<file path="config.mk">
export PLATFORM = sky130hd
export DESIGN_NAME = cska_seq_subtractor_flat
export DESIGN_NICKNAME = d
export VERILOG_FILES = /design/src/rtl/cska_pkg.sv /design/src/rtl/cska_seq_subtractor_if.sv /design/src/rtl/cska_block.sv /design/src/rtl/cska_seq_subtractor.sv /design/src/flat_wrapper.sv
export SDC_FILE = /design/constraint.sdc
export NUM_CORES = 1
export LEC_CHECK = 0
export BUFFER_PORTS_ARGS = -buffer_cell sky130_fd_sc_hd__buf_2
export CAP_MARGIN = 40
export CORE_MARGIN = 5
export CORE_UTILIZATION = 25
export DETAILED_ROUTE_END_ITERATION = 8
export SYNTH_ARGS = -nofsm -noshare
export SYNTH_HDL_FRONTEND = slang
export SYNTH_HIERARCHICAL = 1
export SYNTH_SLANG_ARGS = --single-unit
</file>
<file path="constraint.sdc">
create_clock -name clk -period 5.22 [get_ports clk]
set_clock_uncertainty 0.15 [all_clocks]
set_input_delay 0.261 -clock clk [delete_from_list [all_inputs] [get_ports clk]]
set_output_delay 0.261 -clock clk [all_outputs]
set_load 0.01 [all_outputs]
</file>
<file path="src/rtl/cska_pkg.sv">
// Shared types and default geometry for the sequential carry-skip adder/subtractor.
package cska_pkg;

    typedef enum logic [1:0] {
        IDLE = 2'd0,
        RUN  = 2'd1,
        DONE = 2'd2
    } state_e;

    localparam int DEF_WIDTH = 32;
    localparam int DEF_BLK_W = 4;
    localparam int NBLK      = DEF_WIDTH / DEF_BLK_W;
    localparam int IDX_W     = (NBLK > 1) ? $clog2(NBLK) : 1;

endpackage

</file>
<file path="src/rtl/cska_seq_subtractor_if.sv">
// Operand and result handshake bundle between the issuing controller and the adder/subtractor.
interface cska_seq_subtractor_if
    import cska_pkg::*;
#(
    parameter int WIDTH = DEF_WIDTH
);
    logic             in_valid;
    logic             in_ready;
    logic             op_sub;
    logic [WIDTH-1:0] in1;
    logic [WIDTH-1:0] in2;
    logic             out_valid;
    logic             out_ready;
    logic [WIDTH-1:0] sum;
    logic             cout;
    logic             ovf;

    modport master (
        output in_valid, op_sub, in1, in2, out_ready,
        input  in_ready, out_valid, sum, cout, ovf
    );

    modport slave (
        input  in_valid, op_sub, in1, in2, out_ready,
        output in_ready, out_valid, sum, cout, ovf
    );

endinterface

</file>
<file path="src/rtl/cska_block.sv">
// One carry-skip block: BLK_W-bit ripple adder whose carry out bypasses the chain when all bits propagate.
module cska_block #(
    parameter int BLK_W = 4
) (
    input  logic [BLK_W-1:0] a,
    input  logic [BLK_W-1:0] b,
    input  logic             cin,
    output logic [BLK_W-1:0] s,
    output logic             cout
);
    logic [BLK_W-1:0] p;
    logic [BLK_W:0]   c;

    assign c[0] = cin;

    generate
        for (genvar gi = 0; gi < BLK_W; gi++) begin : g_bit
            assign p[gi]    = a[gi] ^ b[gi];
            assign s[gi]    = p[gi] ^ c[gi];
            assign c[gi+1]  = (a[gi] & b[gi]) | (p[gi] & c[gi]);
        end
    endgenerate

    // When every bit propagates the ripple carry equals cin anyway, so the skip is exact.
    assign cout = (&p) ? cin : c[BLK_W];

endmodule

</file>
<file path="src/rtl/cska_seq_subtractor.sv">
// Multi-cycle adder/subtractor: one carry-skip block of the operands is resolved per clock.
module cska_seq_subtractor
    import cska_pkg::*;
#(
    parameter int WIDTH = DEF_WIDTH,
    parameter int BLK_W = DEF_BLK_W
) (
    input logic                   clk,
    input logic                   rst,
    cska_seq_subtractor_if.slave  bus
);
    localparam int NB = WIDTH / BLK_W;
    localparam int IW = (NB > 1) ? $clog2(NB) : 1;

    state_e           state_q;
    logic [WIDTH-1:0] a_q;
    logic [WIDTH-1:0] b_q;
    logic             carry_q;
    logic [IW-1:0]    idx_q;
    logic [IW-1:0]    idx_d;
    logic             in_ready_q;
    logic             out_valid_q;
    logic [WIDTH-1:0] sum_q;
    logic             cout_q;
    logic             ovf_q;

    logic [BLK_W-1:0] blk_a;
    logic [BLK_W-1:0] blk_b;
    logic [BLK_W-1:0] blk_s;
    logic             blk_cout;

    // Select the operand slice for the block currently being resolved.
    always_comb begin
        blk_a = '0;
        blk_b = '0;
        for (int i = 0; i < NB; i++) begin
            if (idx_q == IW'(i)) begin
                blk_a = a_q[i*BLK_W +: BLK_W];
                blk_b = b_q[i*BLK_W +: BLK_W];
            end
        end
        idx_d = idx_q + 1'b1;
    end

    cska_block #(.BLK_W(BLK_W)) u_block (
        .a    (blk_a),
        .b    (blk_b),
        .cin  (carry_q),
        .s    (blk_s),
        .cout (blk_cout)
    );

    always_ff @(posedge clk) begin
        if (rst) begin
            state_q     <= IDLE;
            a_q         <= '0;
            b_q         <= '0;
            carry_q     <= 1'b0;
            idx_q       <= '0;
            in_ready_q  <= 1'b1;
            out_valid_q <= 1'b0;
            sum_q       <= '0;
            cout_q      <= 1'b0;
            ovf_q       <= 1'b0;
        end else begin
            case (state_q)
                IDLE: begin
                    if (bus.in_valid) begin
                        // Subtraction is A + ~B + 1: invert B now, the +1 enters as carry-in.
                        a_q        <= bus.in1;
                        b_q        <= bus.op_sub ? ~bus.in2 : bus.in2;
                        carry_q    <= bus.op_sub;
                        idx_q      <= '0;
                        in_ready_q <= 1'b0;
                        state_q    <= RUN;
                    end
                end
                RUN: begin
                    for (int i = 0; i < NB; i++) begin
                        if (idx_q == IW'(i)) begin
                            sum_q[i*BLK_W +: BLK_W] <= blk_s;
                        end
                    end
                    carry_q <= blk_cout;
                    if (idx_q == IW'(NB - 1)) begin
                        cout_q      <= blk_cout;
                        ovf_q       <= (a_q[WIDTH-1] == b_q[WIDTH-1]) &&
                                       (blk_s[BLK_W-1] != a_q[WIDTH-1]);
                        out_valid_q <= 1'b1;
                        idx_q       <= '0;
                        state_q     <= DONE;
                    end else begin
                        idx_q <= idx_d;
                    end
                end
                DONE: begin
                    if (bus.out_ready) begin
                        out_valid_q <= 1'b0;
                        in_ready_q  <= 1'b1;
                        state_q     <= IDLE;
                    end
                end
                default: begin
                    out_valid_q <= 1'b0;
                    in_ready_q  <= 1'b1;
                    state_q     <= IDLE;
                end
            endcase
        end
    end

    assign bus.in_ready  = in_ready_q;
    assign bus.out_valid = out_valid_q;
    assign bus.sum       = sum_q;
    assign bus.cout      = cout_q;
    assign bus.ovf       = ovf_q;

endmodule

</file>
<file path="src/flat_wrapper.sv">
// flat-port wrapper written by rule: the top's interface ports become plain ports
module cska_seq_subtractor_flat import cska_pkg::*;
#(
    parameter int WIDTH = DEF_WIDTH,
    parameter int BLK_W = DEF_BLK_W
)
  (clk, rst, bus_in_valid, bus_op_sub, bus_in1, bus_in2, bus_out_ready, bus_in_ready, bus_out_valid, bus_sum, bus_cout, bus_ovf);
  cska_seq_subtractor_if #(.WIDTH(WIDTH)) bus_i ();
  input logic clk;
  input logic rst;
  input wire logic [$bits(bus_i.in_valid)-1:0] bus_in_valid;
  input wire logic [$bits(bus_i.op_sub)-1:0] bus_op_sub;
  input wire logic [$bits(bus_i.in1)-1:0] bus_in1;
  input wire logic [$bits(bus_i.in2)-1:0] bus_in2;
  input wire logic [$bits(bus_i.out_ready)-1:0] bus_out_ready;
  output wire logic [$bits(bus_i.in_ready)-1:0] bus_in_ready;
  output wire logic [$bits(bus_i.out_valid)-1:0] bus_out_valid;
  output wire logic [$bits(bus_i.sum)-1:0] bus_sum;
  output wire logic [$bits(bus_i.cout)-1:0] bus_cout;
  output wire logic [$bits(bus_i.ovf)-1:0] bus_ovf;
  assign bus_i.in_valid = bus_in_valid;
  assign bus_i.op_sub = bus_op_sub;
  assign bus_i.in1 = bus_in1;
  assign bus_i.in2 = bus_in2;
  assign bus_i.out_ready = bus_out_ready;
  assign bus_in_ready = bus_i.in_ready;
  assign bus_out_valid = bus_i.out_valid;
  assign bus_sum = bus_i.sum;
  assign bus_cout = bus_i.cout;
  assign bus_ovf = bus_i.ovf;
  cska_seq_subtractor #(.WIDTH(WIDTH), .BLK_W(BLK_W)) u_core (.clk(clk), .rst(rst), .bus(bus_i));
endmodule
</file>
# Word level (Yosys, flattened, before mapping)
# Index checks and enable logic that the tools add are counted.
# op_classes
muxes	33
n_reduce_logical	18
n_bitwise	23
n_eq_ne	14
add_sub_neg	1
# op_table
operator	n
4-bit two-way mux	16
32-bit two-way mux	1
32-bit NOT	1
2-bit AND reduction	10
3-bit == test (second input constant)	4
3-bit AND reduction	3
1-bit bitwise AND	8
1-bit bitwise XOR	8
3-bit by 2-bit == test with 1-bit output (second input constant)	2
1-bit two-way mux	6
2-bit two-way mux	3
3-bit two-way mux	2
1-bit one-hot mux with 3 select lines	2
2-bit one-hot mux with 3 select lines	1
3-bit one-hot mux with 2 select lines	1
2-bit inequality test (second input constant)	2
1-bit OR	4
4-bit AND reduction	1
3-bit by 1-bit adder with 3-bit output (second input constant)	1
3-bit by 1-bit == test with 1-bit output (second input constant)	1
3-bit zero test	1
2-bit by 1-bit == test with 1-bit output (second input constant)	1
2-bit == test (second input constant)	1
2-bit zero test	1
7 further kinds	8
# totals
regBits	106
out_inout_bits	36
inputBits	69
word_cells	106

# Logic depth before layout (Yosys ltp)
# depth
depth_word	20
mapped_depth	19
mapped_depth_nobuf	16

# Modules after synthesis
# Netlist, hierarchy kept.
# modules_own_cells
mod	seq_area_each_um2	n_inst	cells_per_inst	area_per_inst_um2
cska_seq_subtractor	2122.0	1	596	4828.4
cska_block	0.0	1	19	180.2

# Worst setup path after synthesis
# OpenSTA, ideal clock, no wires.
# synth_timing
path_type	register to register
from	register u_core.idx_q[2]
to	register u_core.ovf_q (netlist: u_core/bus.ovf)
setup_ns	0.091
required_ns	4.979
t_arrival_ns	3.599
path_stages_with_launch	19
period_less_slack_ns	3.840
path_buffers	2
path_slack_ns	1.380
cell_sequence	dfxtp_1 inv_1 ha_1 buf_2 nor3b_1 nor3_1 a221oi_1 a21oi_1 inv_1 fa_1 inv_1 fa_1 fa_1 inv_1 fa_1 inv_1 clkbuf_1 nand3b_1 a311oi_1
# synth_via
elab_chain_cells	19
elab_cells_between_ends	41
classes_between	8 x eq/ne; 16 x mux; 14 x bitwise; 3 x reduce/logical
# synth_rtl
element	line_no	source
from (decl)	cska_seq_subtractor.sv:19	logic [IW-1:0] idx_q;
from (signal assigned)	cska_seq_subtractor.sv:93	idx_q <= idx_d;
3-bit zero test	cska_seq_subtractor.sv:37	if (idx_q == IW'(i)) begin
4-bit two-way mux (7 in series)	cska_seq_subtractor.sv:37	
4-bit two-way mux (*)	cska_seq_subtractor.sv:37	
via u_core.blk_a[0]	cska_seq_subtractor.sv:27	logic [BLK_W-1:0] blk_a;
1-bit bitwise XOR	cska_block.sv:18	assign p[gi] = a[gi] ^ b[gi];
1-bit bitwise AND	cska_block.sv:20	assign c[gi+1] = (a[gi] & b[gi]) | (p[gi] & c[gi]);
1-bit OR (*)	cska_block.sv:20	
1-bit bitwise AND (*)	cska_block.sv:20	
1-bit OR (*)	cska_block.sv:20	
1-bit bitwise AND (*)	cska_block.sv:20	
1-bit OR (*)	cska_block.sv:20	
1-bit bitwise XOR (*)	cska_block.sv:19	assign s[gi] = p[gi] ^ c[gi];
via u_core.blk_s[3]	cska_seq_subtractor.sv:29	logic [BLK_W-1:0] blk_s;
1-bit inequality test (*)	cska_seq_subtractor.sv:88	(blk_s[BLK_W-1] != a_q[WIDTH-1]);
1-bit logical AND (*)	cska_seq_subtractor.sv:87	ovf_q <= (a_q[WIDTH-1] == b_q[WIDTH-1]) &&
to (signal assigned)	cska_seq_subtractor.sv:87	
to (decl)	cska_seq_subtractor.sv:25	logic ovf_q;
# Mark *: on every way through the listed nets, which the timed path passes. The rest lies on a longest branch.
# A chain may end at the register's enable or synchronous reset.

# Worst setup path after layout
# layout_timing
from	register u_core.idx_q[0]
to	register u_core.ovf_q (netlist: u_core/bus.ovf)
# Same word-level chain as after synthesis.

==> metrics.md <==
| Metric | Value |
|---|---|
| Status | completed |
| R2R Path Start | u_core/idx_q[0] |
| Sequential fraction of the synthesis area | 42.37% |
| Hold slack | 13.00 ps |
| CP Capture Type | flop |
| Overall Global Routing Usage | 12.10% |
| Via count | around 4300 |
| Die width | around 150 µm |
| Io pins | 105 |
| Htree depth | 3 |
| Detailed placer's ending HPWL | 10400 µm |
| Die area | between 20000 and 25000 µm² |
| Slowest stage delay, CP | 580 ps |
| Starting density of the core | 25.57% |
| Post-route ant nets | 0 |
| Vias per std cell | ~4.4 |
| # hold bufs at CTS | 15 |
| Final TNS setup | 0 ps |
| EDFF count, synth | 0 |
| Post-Syn Area | approximately 5000 µm² |
| Cells after synthesis | 615 |
| Largest net degree at the start of global routing | 68 |
| Crit path launch type | flop |
| Worst IR drop on VDD | 0.1173 mV |
| Max Cap Viol | 0 |
| Most used cell along the critical path | inv_1 |
| Post-synthesis adder-cell area fraction | under 10% |
| # DRC | 0 |
| Final net count | 784 |
| I/O Buffers | 104 |
| Clock Pin Slew Worst Setup and Hold Paths | 70 ps |
| F_max | 229.3 MHz |
| Hold-critical path endpoint | u_core/a_q[8] |
| YS warnings | 6 |
| Min Tclk post-route | 4361 ps |
| Resize count post-CTS | 0 |
| Share of cells above drive strength 1 | about a fifth |
| Syn Nets | 698 |
| Largest family of logic cells by synthesized area | simple AND/OR/NAND/NOR gates |
| Reg2reg end | u_core/bus.ovf |
| End-of-flow core utilization | 31.37% |
| Count of final setup violators | 0 |
| Synth async-reset ratio | 0% |
| Distinct cells, synth | 39 |
| Crit path DAT | 4460 ps |
| CP cell instances | inv_1 -> ha_1 -> o21ai_1 -> and2_1 -> a221oi_1 -> a21oi_1 -> inv_1 -> fa_1 -> inv_1 -> fa_1 -> fa_1 -> inv_1 -> fa_1 -> inv_1 -> nand3b_1 -> a311oi_1 |
| Root Buffer | clkbuf_16 |
| Static Leakage | about 2.5 nW |
| First-pass GRT wire length | 21870 µm |
| Pins Over Slew Limit | 0 |
| Area Overhead vs Synth | 22.71% |
| Unrepaired setup endpoints after global routing | false |
| Max_slew headroom | 55.79% |
| Simple-gate area share of the yosys netlist | between 15 and 20% |
| Slew at the pin closest to its max-slew limit | about 660 ps |
| Commonest non-fill, non-tap cell in the layout | dfxtp_1 |
| Worst Path Required | 5320 ps |
| Clock buffer depth | 2 |
| Setup slack, reg-to-reg | 860 ps |
| Drt pass-1 iters | 4 |
| Synth Area in Compound Gates | 17.44% |
| Main synth FF type | dfxtp_1 |
| Total Wirelength | 13970 µm |
| Die height | 151.5 µm |
| Final worst setup slack | 858.6 ps |
| Worst-path cell with the longest stage delay | ha_1 |
| Kind of critical path | reg -> reg |
| PD cells | 292.0 nW/µm² |
| GPL Wtd Cong | 0.8572 |
| Seq cells post-synth | 106 |
| Crit-path max FO | 18 |
| Commonest non-fill, non-tap cells in the layout | dfxtp_1 (106), buf_2 (103), nand2_1 (103), a21oi_1 (71), nor2_1 (68) |
| TritonCTS buffer count | 9 |
| Syn avg cell area | slightly above 8 µm² |
| DR WL/cell | 14.40 µm |
| Num rows | 51 |
| Xor and xnor fraction of the mapped netlist area | 5.596% |
| Place WS | 926.1 ps |
| Initial antenna violation count | 0 |
| Hold Path Depth | 3 |
| Initial DRC Count | 234 |
| Clock sink count | 106 |
| Skew-Pair Late Insertion Delay | 350 ps |
| CTS tree | done |
| Design Power | 1.795 mW |
| Tcrit/Tclk final | between 80% and 90% |
| Core Footprint | 19590 µm² |
| Worst hold start | bus_in1[8] |
| Mux cell area share after synthesis | between 5 and 6% |
| Total gr overflow | 0 |
| Diode count | 0 |
| Number of global-route vias before repair | just over 4000 |
| Min-Delay Path Class | in -> reg |
| Worst Reg-to-Reg Cells | 16 |
| Endpoints failing hold | 0 |
| Post-CTS setup buffer count | 0 |
## final cells by class
cell class | count | area [µm²]
fillers | 2127 | 13440
multi-input cells | 434 | 2564
clock inverters | 6 | 47.55
repair buffers | 128 | 773.2
well taps | 265 | 331.6
inverters | 22 | 82.58
flip-flops and latches | 106 | 2122
clock buffers | 9 | 225.2
## synth_stat cells, types with 2 or more instances
library cell  count  area, µm²
buf_2            31      155.2
a22oi_1           2      15.01
nor3b_1           3      22.52
and3_1            3      18.77
buf_4             2      15.01
nor2b_1           4      25.02
nand3b_1          5      37.54
mux2i_1          27      270.3
or3_1             4      25.02
a32oi_1           3      26.28
or3b_2            3      26.28
xnor2_1          32      280.3
a211oi_1         32      240.2
nand2_1         103      386.6
nor3_1            7      35.03
ha_1             10      125.1
a31oi_1           3      18.77
o22ai_1           3      18.77
a21oi_1          71      355.3
o21ai_0          17      85.08
inv_1            22      82.58
dfxtp_1         106       2122
fa_1              4      80.08
a221oi_1          4      35.03
and2_1            2      12.51
a221o_1           3      30.03
nor2_1           68      255.2
nand3_1           8      40.04
clkbuf_1         19      71.32
nand2b_1          5      31.28
## state kept, by name (all words and copies together), names as in the netlist
| register | flops |
|---|---|
| u_core/bus.sum | 32 |
| u_core/bus.cout | 1 |
| u_core/bus.ovf | 1 |
| u_core/bus.out_valid | 1 |
| u_core/b_q | 32 |
| u_core/carry_q | 1 |
| u_core/state_q | 2 |
| u_core/a_q | 32 |
| u_core/idx_q | 3 |
| u_core/bus.in_ready | 1 |
## per-stage QoR
| step | std cells | area (µm²) |
|---|---|---|
| floorplan | 615 | 5009 |
| CTS | 969 | 6126 |
| finish | 970 | 6146 |
| detailed placement | 939 | 5703 |
| global route | 970 | 6146 |
| global placement | 938 | 5675 |
## worst max-delay path, delay by kind of cell, from the launching register on
kind                       cells  cell delay, ps
adders and majority gates      5            1880
and+or+nand+nor                2             350
DFF                            1             340
buffers and inverters          5             610
AOI/OAI and AO/OA              4             920
## report_power, final
part / total, mW / switching (mW) / internal [mW]
combinational: 0.278 / 0.163 / 0.115
sequential: 0.880 / 0.0295 / 0.851
clock: 0.637 / 0.311 / 0.326
## metal layers
metal,global-route usage (%),share of wire [%]
met1,16.28,47
met5,0,0
met3,2.885,5.1
met2,19.67,47
met4,2.830,1.0
## cells by family after synthesis
| group | after synthesis |
|---|---|
| AO/OA/AOI/OAI | 144 |
| adder cells (fa/ha/maj) | 14 |
| AND/OR/NAND/NOR | 217 |
| multiplexers | 27 |
| buffers and inverters | 75 |
| flip-flops | 106 |
| XOR/XNOR | 32 |
## worst max-delay path by stage
stage               depth (start not counted)             end       startpoint  slack (ps)
floorplan                                  18  u_core/bus.ovf  u_core/idx_q[2]        1380
global placement                           17  u_core/bus.ovf  u_core/idx_q[1]        1020
detailed placement                         16  u_core/bus.ovf  u_core/idx_q[0]         930
CTS                                        16  u_core/bus.ovf  u_core/idx_q[0]         870
global route                               17  u_core/bus.ovf  u_core/idx_q[2]         530
finish                                     16  u_core/bus.ovf  u_core/idx_q[0]         860
No activity file was read; power rests on OpenSTA's default activity.
